--- config.mk ---
export PLATFORM = sky130hd
export DESIGN_NAME = weight_loader
export DESIGN_NICKNAME = d
export VERILOG_FILES = /design/src/rtl/weight_loader.sv
export SDC_FILE = /design/constraint.sdc
export NUM_CORES = 1
export LEC_CHECK = 0
export ABC_AREA = 1
export CORE_MARGIN = 2
export CORE_UTILIZATION = 44
export DETAILED_ROUTE_END_ITERATION = 7
export GPL_TIMING_DRIVEN = 0
export PLACE_DENSITY = 0.76
export SLEW_MARGIN = 30
export SYNTH_ARGS = -nofsm -noshare
export SYNTH_HDL_FRONTEND = slang
export SYNTH_SLANG_ARGS = --single-unit
--- constraint.sdc ---
create_clock -name clk -period 2.82 [get_ports clk]
set_input_delay 0.846 -clock clk [delete_from_list [all_inputs] [get_ports clk]]
set_output_delay 0.846 -clock clk [all_outputs]
set_load 0.05 [all_outputs]
--- src/rtl/weight_loader.sv ---
// Streams weight words into a layer's per-neuron weight memories.
// Each accepted word becomes a registered one-hot write to the current neuron at the current address.
module weight_loader #(
    parameter int unsigned numWeight    = 784,
    parameter int unsigned numNeuron    = 30,
    parameter int unsigned layerNo      = 1,
    parameter int unsigned addressWidth = 10,
    parameter int unsigned dataWidth    = 16,
    parameter int unsigned neuronWidth  = 5
) (
    input  logic                    clk,
    input  logic                    rst,
    input  logic                    start,
    input  logic [neuronWidth-1:0]  start_neuron,
    input  logic                    s_valid,
    input  logic [dataWidth-1:0]    s_data,
    input  logic                    s_last,
    output logic                    s_ready,
    output logic [numNeuron-1:0]    wen,
    output logic [addressWidth-1:0] wadd,
    output logic [dataWidth-1:0]    win,
    output logic                    busy,
    output logic                    done,
    output logic                    err
);

    localparam logic [addressWidth-1:0] addr_last   = addressWidth'(numWeight - 1);
    localparam logic [neuronWidth-1:0]  neuron_last = neuronWidth'(numNeuron - 1);

    typedef enum logic [1:0] {
        IDLE = 2'd0,
        LOAD = 2'd1,
        DONE = 2'd2
    } state_t;

    state_t                  state;
    logic [addressWidth-1:0] addr;
    logic [neuronWidth-1:0]  neuron;
    logic                    beat;
    logic                    last_addr;
    logic                    final_beat;
    logic                    start_ok;

    assign s_ready    = (state == LOAD);
    assign beat       = s_valid && s_ready;
    assign last_addr  = (addr == addr_last);
    assign final_beat = last_addr && (neuron == neuron_last);
    assign start_ok   = (32'(start_neuron) < numNeuron);

    // Write strobes and the done pulse default low; only a beat or the final beat raise them.
    always_ff @(posedge clk or posedge rst) begin
        if (rst) begin
            state  <= IDLE;
            addr   <= '0;
            neuron <= '0;
            wen    <= '0;
            wadd   <= '0;
            win    <= '0;
            busy   <= 1'b0;
            done   <= 1'b0;
            err    <= 1'b0;
        end else begin
            wen  <= '0;
            done <= 1'b0;
            case (state)
                IDLE: begin
                    if (start) begin
                        if (start_ok) begin
                            state  <= LOAD;
                            busy   <= 1'b1;
                            neuron <= start_neuron;
                            addr   <= '0;
                            err    <= 1'b0;
                        end else begin
                            err <= 1'b1;
                        end
                    end
                end
                LOAD: begin
                    if (beat) begin
                        wen  <= numNeuron'(1) << neuron;
                        wadd <= addr;
                        win  <= s_data;
                        // The sender's end marker must line up exactly with the final word.
                        if (s_last != final_beat) begin
                            err <= 1'b1;
                        end
                        if (final_beat) begin
                            state <= DONE;
                            busy  <= 1'b0;
                            done  <= 1'b1;
                        end else if (last_addr) begin
                            addr   <= '0;
                            neuron <= neuron + 1'b1;
                        end else begin
                            addr <= addr + 1'b1;
                        end
                    end
                end
                DONE: begin
                    state <= IDLE;
                end
                default: begin
                    state <= IDLE;
                end
            endcase
        end
    end

endmodule
==> results.toml, run 1 <==
[routing]
drt_pass1_iterations = 5
drt-total-wl_um = 7160
ant_nets = 0
vias_per_cell = 4.84
wl_per_cell_um = 12.6
vias = 2737
drtIter0Drc = 130
drc = 0

[global_routing]
busiest_layer = "met2"
grt_util_met1_pct = 22.1
gr-usage-met2_pct = 30.6
grt_pass1_wl_um = 11900
grt_usage_pct = 18.3
use_met3_pct = 5.36
grt_max_degree = 44
grt_pass1_vias = 2687
antenna_found_initial = 0
grt_overflow = 0

[setup_path]
end_kind = "primary output"
crit_fanout = 16
cp.required_ps = 1970
reg2regPathDepth = 9
critPathKind = "reg -> out"
worstPathArrival_ps = 1610
start_kind = "register"

[cts]
path_clk_slew_ps = 80
clock-root-buffer = "clkbuf_8"
htree_levels = 3
clockBufferDepth = 2
clock-sinks = 76
clk-insertion-delay-late_ps = 360
cts_made_buffers = 9
cts_tree = "yes"

[yosys]
synth_warnings = 0
syn-num-nets = 399
synth_cell_type_count = 29
ys_ff_latch = 76
syn_area_um2 = 3240
synthCells = 366
avgSynthCellArea_um2 = 8.85
seq_area_frac_synth_pct = 58.7

[status]
outcome = "complete, no violations"

[power]
power_leakage_nw = 2.13
p_per_area_nw_per_um2 = 712
peakVddDrop_mv = 0.376

[placed_design]
place_hpwl_um = 5180
place_congestion = 0.859
port_buffers = 85
pre_cts_slack_ps = -25.5

[die]
core_area_um2 = 7180
dieArea_um2 = 8060
die_h_um = 89.8
io_pins = 86
die_x_um = 89.8
start_util_pct = 45.1
rows = 31

[sta]
worst_pin_slew_ps = 527
fin_crit_ps = 2460
fmax_mhz = 407
rsz0062_at_grt = "false"
fin_crit_sh_pct = 87.1
fin_ws_ps = 363
final_hold_viol_count = 0
slew_headroom_pct = 64.8
fin_skew_ps = 10.6
maxSlewViolCount = 0
finalSetupViolCount = 0
timing.setup.tns_ps = 0

[layout]
nets = 495
regArea_um2 = 1900
n_antenna_cell = 0
drive_gt1_share_pct = 8.78
fillCellCount = 619
areaGrowthSynthToFinish_pct = 38.3
multi_input_area_um2 = 1160

[job]
max-cap-violations = 0

[hold_path]
hold_depth = 2
holdCritPathClass = "reg -> reg"
-- what timing repair did --
item                                    CTS  global route
endpoints found under the setup margin    1             1
hold buffers                              0             0
gates resized for setup                   3             0
setup buffers                             0             0
-- cell usage in the layout (no fill, tap or decap), drive strengths merged, types with 7 or more instances in the layout --
cell           instances
ha                     7
dfrtp                 76
nor2                  50
clkbuf                11
nand2                128
inv                   34
clkdlybuf4s50         84
nand4                  7
o21ai                 25
nand3                 23
-- power by group --
group / switching [W] / total (W) / internal, W / leakage [nW]
clock network: 0.000417 / 0.00101 / 0.000594 / 0.124
logic: 0.000554 / 0.000849 / 0.000295 / 1.00
registers: 0.000114 / 0.00133 / 0.00122 / 0.999
-- area by class of cell --
class                   instances  share of cell area, %
flip-flops and latches         76                   42.5
multi-input cells             249                   25.9
repair buffers                 86                   19.5
inverters                      33                   2.88
clock buffers                   9                   2.77
well taps                      99                   2.77
clock inverters                 7                   2.71
plain buffers                   7                   1.01
-- flip-flops by register name (all words and copies together) (netlist names) --
name and flops:
win 16, wadd 10, wen 30, neuron 5, busy 1, state 2, addr 10, done 1
err 1
-- stage by stage --
stage               utilization, %  hold WS, ps  power [W]  area (um2)  cells
finish                        62.4          475    0.00319        4480    566
global route                  62.4          495    0.00335        4480    566
CTS                           62.5          477    0.00322        4480    567
detailed placement            59.0          457    0.00220        4240    551
global placement              58.7          455    0.00218        4210    550
floorplan                        -          491    0.00191        3240    366
-- synth_stat cells, drive strengths merged --
| library cell | n | area share, % |
|---|---|---|
| nand4 | 7 | 1.4 |
| inv | 32 | 3.8 |
| buf | 5 | 1.2 |
| o21ai | 25 | 3.9 |
| nor2 | 50 | 6.8 |
| nand3b | 1 | 0.23 |
| a21oi | 1 | 0.15 |
| o211ai | 1 | 0.23 |
| or2 | 1 | 0.19 |
| ha | 7 | 2.7 |
| clkbuf | 3 | 0.35 |
| nand3 | 23 | 4.0 |
| xor2 | 2 | 0.54 |
| nor3 | 2 | 0.46 |
| dfrtp | 76 | 59 |
| nand2 | 128 | 15 |
| clkinv | 1 | 0.12 |
| a31oi | 1 | 0.19 |
-- kinds of logic after synthesis --
family / Yosys count / share of synthesized area (%)
buffers and inverters: 41 / 5.41
XOR/XNOR: 2 / 0.541
AND/OR/NAND/NOR: 212 / 28.2
adder cells (fa/ha/maj): 7 / 2.70
AO/OA/AOI/OAI: 28 / 4.44
flip-flops: 76 / 58.7
-- final timing paths --
path,startpoint,end,slack [ps]
min in group asynchronous,rst,win[5],860
setup reg to reg,neuron[1],addr[3],860
max in group asynchronous,rst,wen[16],1400
hold / removal,win[4],win[4],470
hold reg to reg,win[4],win[4],470
setup / recovery,state[1],s_ready,360
-- per-layer routing --
metal	vias up	wire, um	part of all wire (%)
li1	1341	-	-
met1	1293	3080	43
met2	86	3530	49
met3	17	386	5.4
met4	0	160	2.2
met5	-	0	0
-- worst max-delay path, stage by stage (launching register included) --
cell and delay, ps:
dfrtp_1 430, nor2_4 380, clkdlybuf4s15_2 440
Note: power is estimated with default switching activity, not from simulation.
==> inputs of run 2 (changes only) <==
--- a/config.mk
+++ b/config.mk
@@ -6,7 +6,6 @@
 export NUM_CORES = 1
 export LEC_CHECK = 0
 export ABC_AREA = 1
-export CORE_MARGIN = 2
 export CORE_UTILIZATION = 44
 export DETAILED_ROUTE_END_ITERATION = 7
 export GPL_TIMING_DRIVEN = 0
==> results.toml, run 2 (same netlist as run 1, synthesis figures left out) <==
[status]
outcome = "complete, no violations"

[die]
dieArea_um2 = 7710
start_util_pct = 46.6
io_pins = 86
die_h_um = 87.8
die_x_um = 87.8
core_area_um2 = 6940
rows = 30

[cts]
htree_levels = 3
clock-sinks = 76
cts_tree = "yes"
clock-root-buffer = "clkbuf_8"
postCtsSetupBuffers = 0
path_clk_slew_ps = 70
cts_made_buffers = 9
clockBufferDepth = 2
clk-insertion-delay-late_ps = 350

[setup_path]
timing.rr.end = "addr[8]"
critPathKind = "reg -> out"
reg2reg_slack_ps = 980
start_kind = "register"
critPathCapture = "s_ready"
reg2regPathDepth = 9
worstPathArrival_ps = 1770
crit-reg2reg-launch = "neuron[1]"
end_kind = "primary output"
cp-startpoint = "state[0]"
crit_fanout = 10
cp.required_ps = 1970

[sta]
finalSetupViolCount = 0
timing.setup.tns_ps = 0
fmax_mhz = 382
worst_pin_slew_ps = 547
fin_skew_ps = 6.70
fin_crit_ps = 2620
maxSlewViolCount = 0
slew_headroom_pct = 63.4
final_hold_viol_count = 0
fin_crit_sh_pct = 92.8
rsz0062_at_grt = "false"

[placed_design]
place_hpwl_um = 5290
place_congestion = 0.872
place_inst = 548
port_buffers = 85

[power]
power_frac_clock_pct = 32.3
power_leakage_nw = 2.13
swShare_pct = 33.5
p_int_w = 0.00215
p_per_area_nw_per_um2 = 721
p_switching_w = 0.00108
p_comb_share_pct = 26.5
peakVddDrop_mv = 0.324
seqPwrFrac_pct = 41.2

[global_routing]
antenna_found_initial = 0
grt_usage_pct = 21.2
grt_pass1_wl_um = 12200
grt_max_degree = 45
grt_overflow = 0
grt_pass1_vias = 2671

[layout]
nets = 496
areaGrowthSynthToFinish_pct = 38.5
layout_commonest_cell = "nand2_1"
final_cell_mix = "nand2_1 (126), clkdlybuf4s50_1 (84), dfrtp_1 (76)"
final_util_pct = 64.6
regMostFlops = "wen"
largest_reg_flops = 30
n_antenna_cell = 0
reg_top3 = "wen: 30 flops, win: 16 flops"
fillCellCount = 557
final_cells = 564
drive_gt1_share_pct = 8.76

[routing]
ant_nets = 0
drc = 0
vias = 2735
drt-total-wl_um = 7390
drt_pass1_iterations = 4
drtIter0Drc = 160
wl_per_cell_um = 13.1
vias_per_cell = 4.85

[hold_path]
hold_depth = 2
holdCritPathClass = "reg -> reg"

[job]
max-cap-violations = 0
run 2: cell types whose count changed in the layout (fill, tap and decap cells not counted):
cell / delta
clkinv_4: +1
clkbuf_8: +2
clkbuf_1: +1
clkdlybuf4s15_2: -1
clkbuf_2: +1
inv_6: -2
clkinv_2: -1
run 2: how the worst min path moves through the flow:
stage	startpoint	endpoint	slack (ps)
4_1_cts	win[5]	win[5]	480
3_3_place_gp	wadd[2]	wadd[2]	450
3_5_place_dp	win[10]	win[10]	460
5_1_grt	win[6]	win[6]	490
6_report	win[5]	win[5]	470
2_1_floorplan	neuron[4]	neuron[4]	490
run 2: per-layer routing:
layer  vias to the layer above  share of wire [%]  global-route usage [%]
li1                       1343                  -                       -
met1                      1290                 44                    26.2
met2                        89                 48                    35.2
met3                        13                5.4                    4.81
met4                         0                2.1                    10.1
met5                         -                  0                       0
run 2: layout make-up:
class	count	area (um2)	area share [%]
Clock inverter	5	108	2.40
Clock buffer	11	151	3.38
Buffer	8	48.8	1.09
Tap cell	96	120	2.68
Inverter	33	129	2.87
Sequential cell	76	1900	42.4
Timing Repair Buffer	86	866	19.3
Multi-Input combinational cell	249	1160	25.9
run 2: power groups by stage:
stage,Clock (W),Combinational [W],Sequential [W]
after floorplan,0,0.000313,0.00159
after global placement,0,0.000834,0.00134
after detailed placement,0,0.000854,0.00135
after CTS,0.00106,0.000861,0.00133
after global routing,0.00111,0.000922,0.00135
final,0.00104,0.000857,0.00133
run 2: stage by stage:
stage | worst slack [ps] | power, W | cell area (um2) | hold slack, ps
detailed placement | 84.2 | 0.00221 | 4230 | 458
finish | 202 | 0.00323 | 4490 | 470
global placement | -1120 | 0.00218 | 4210 | 453
CTS | 9.17 | 0.00326 | 4490 | 477
floorplan | 35.7 | 0.00191 | 3240 | 491
global route | 121 | 0.00338 | 4490 | 492
run 2: what timing repair did:
item	in CTS	in global routing
hold buffers	0	0
pin swaps	0	0
endpoints found under the setup margin	1	1
gates resized for setup	2	1
run 2: worst max-delay path: stages, from the launching register on:
cell	delay (ps)
dfrtp_1	380
inv_1	80
nor2_4	200
clkbuf_1	410
clkbuf_2	360
==> inputs of run 3 (changes only) <==
--- a/config.mk
+++ b/config.mk
@@ -10,7 +10,7 @@
 export DETAILED_ROUTE_END_ITERATION = 7
 export GPL_TIMING_DRIVEN = 0
 export PLACE_DENSITY = 0.76
-export SLEW_MARGIN = 30
+export SLEW_MARGIN = 20
 export SYNTH_ARGS = -nofsm -noshare
 export SYNTH_HDL_FRONTEND = slang
 export SYNTH_SLANG_ARGS = --single-unit
==> results of run 3 <==
No change in the layout: final DEF, timing and power equal those of run 2.
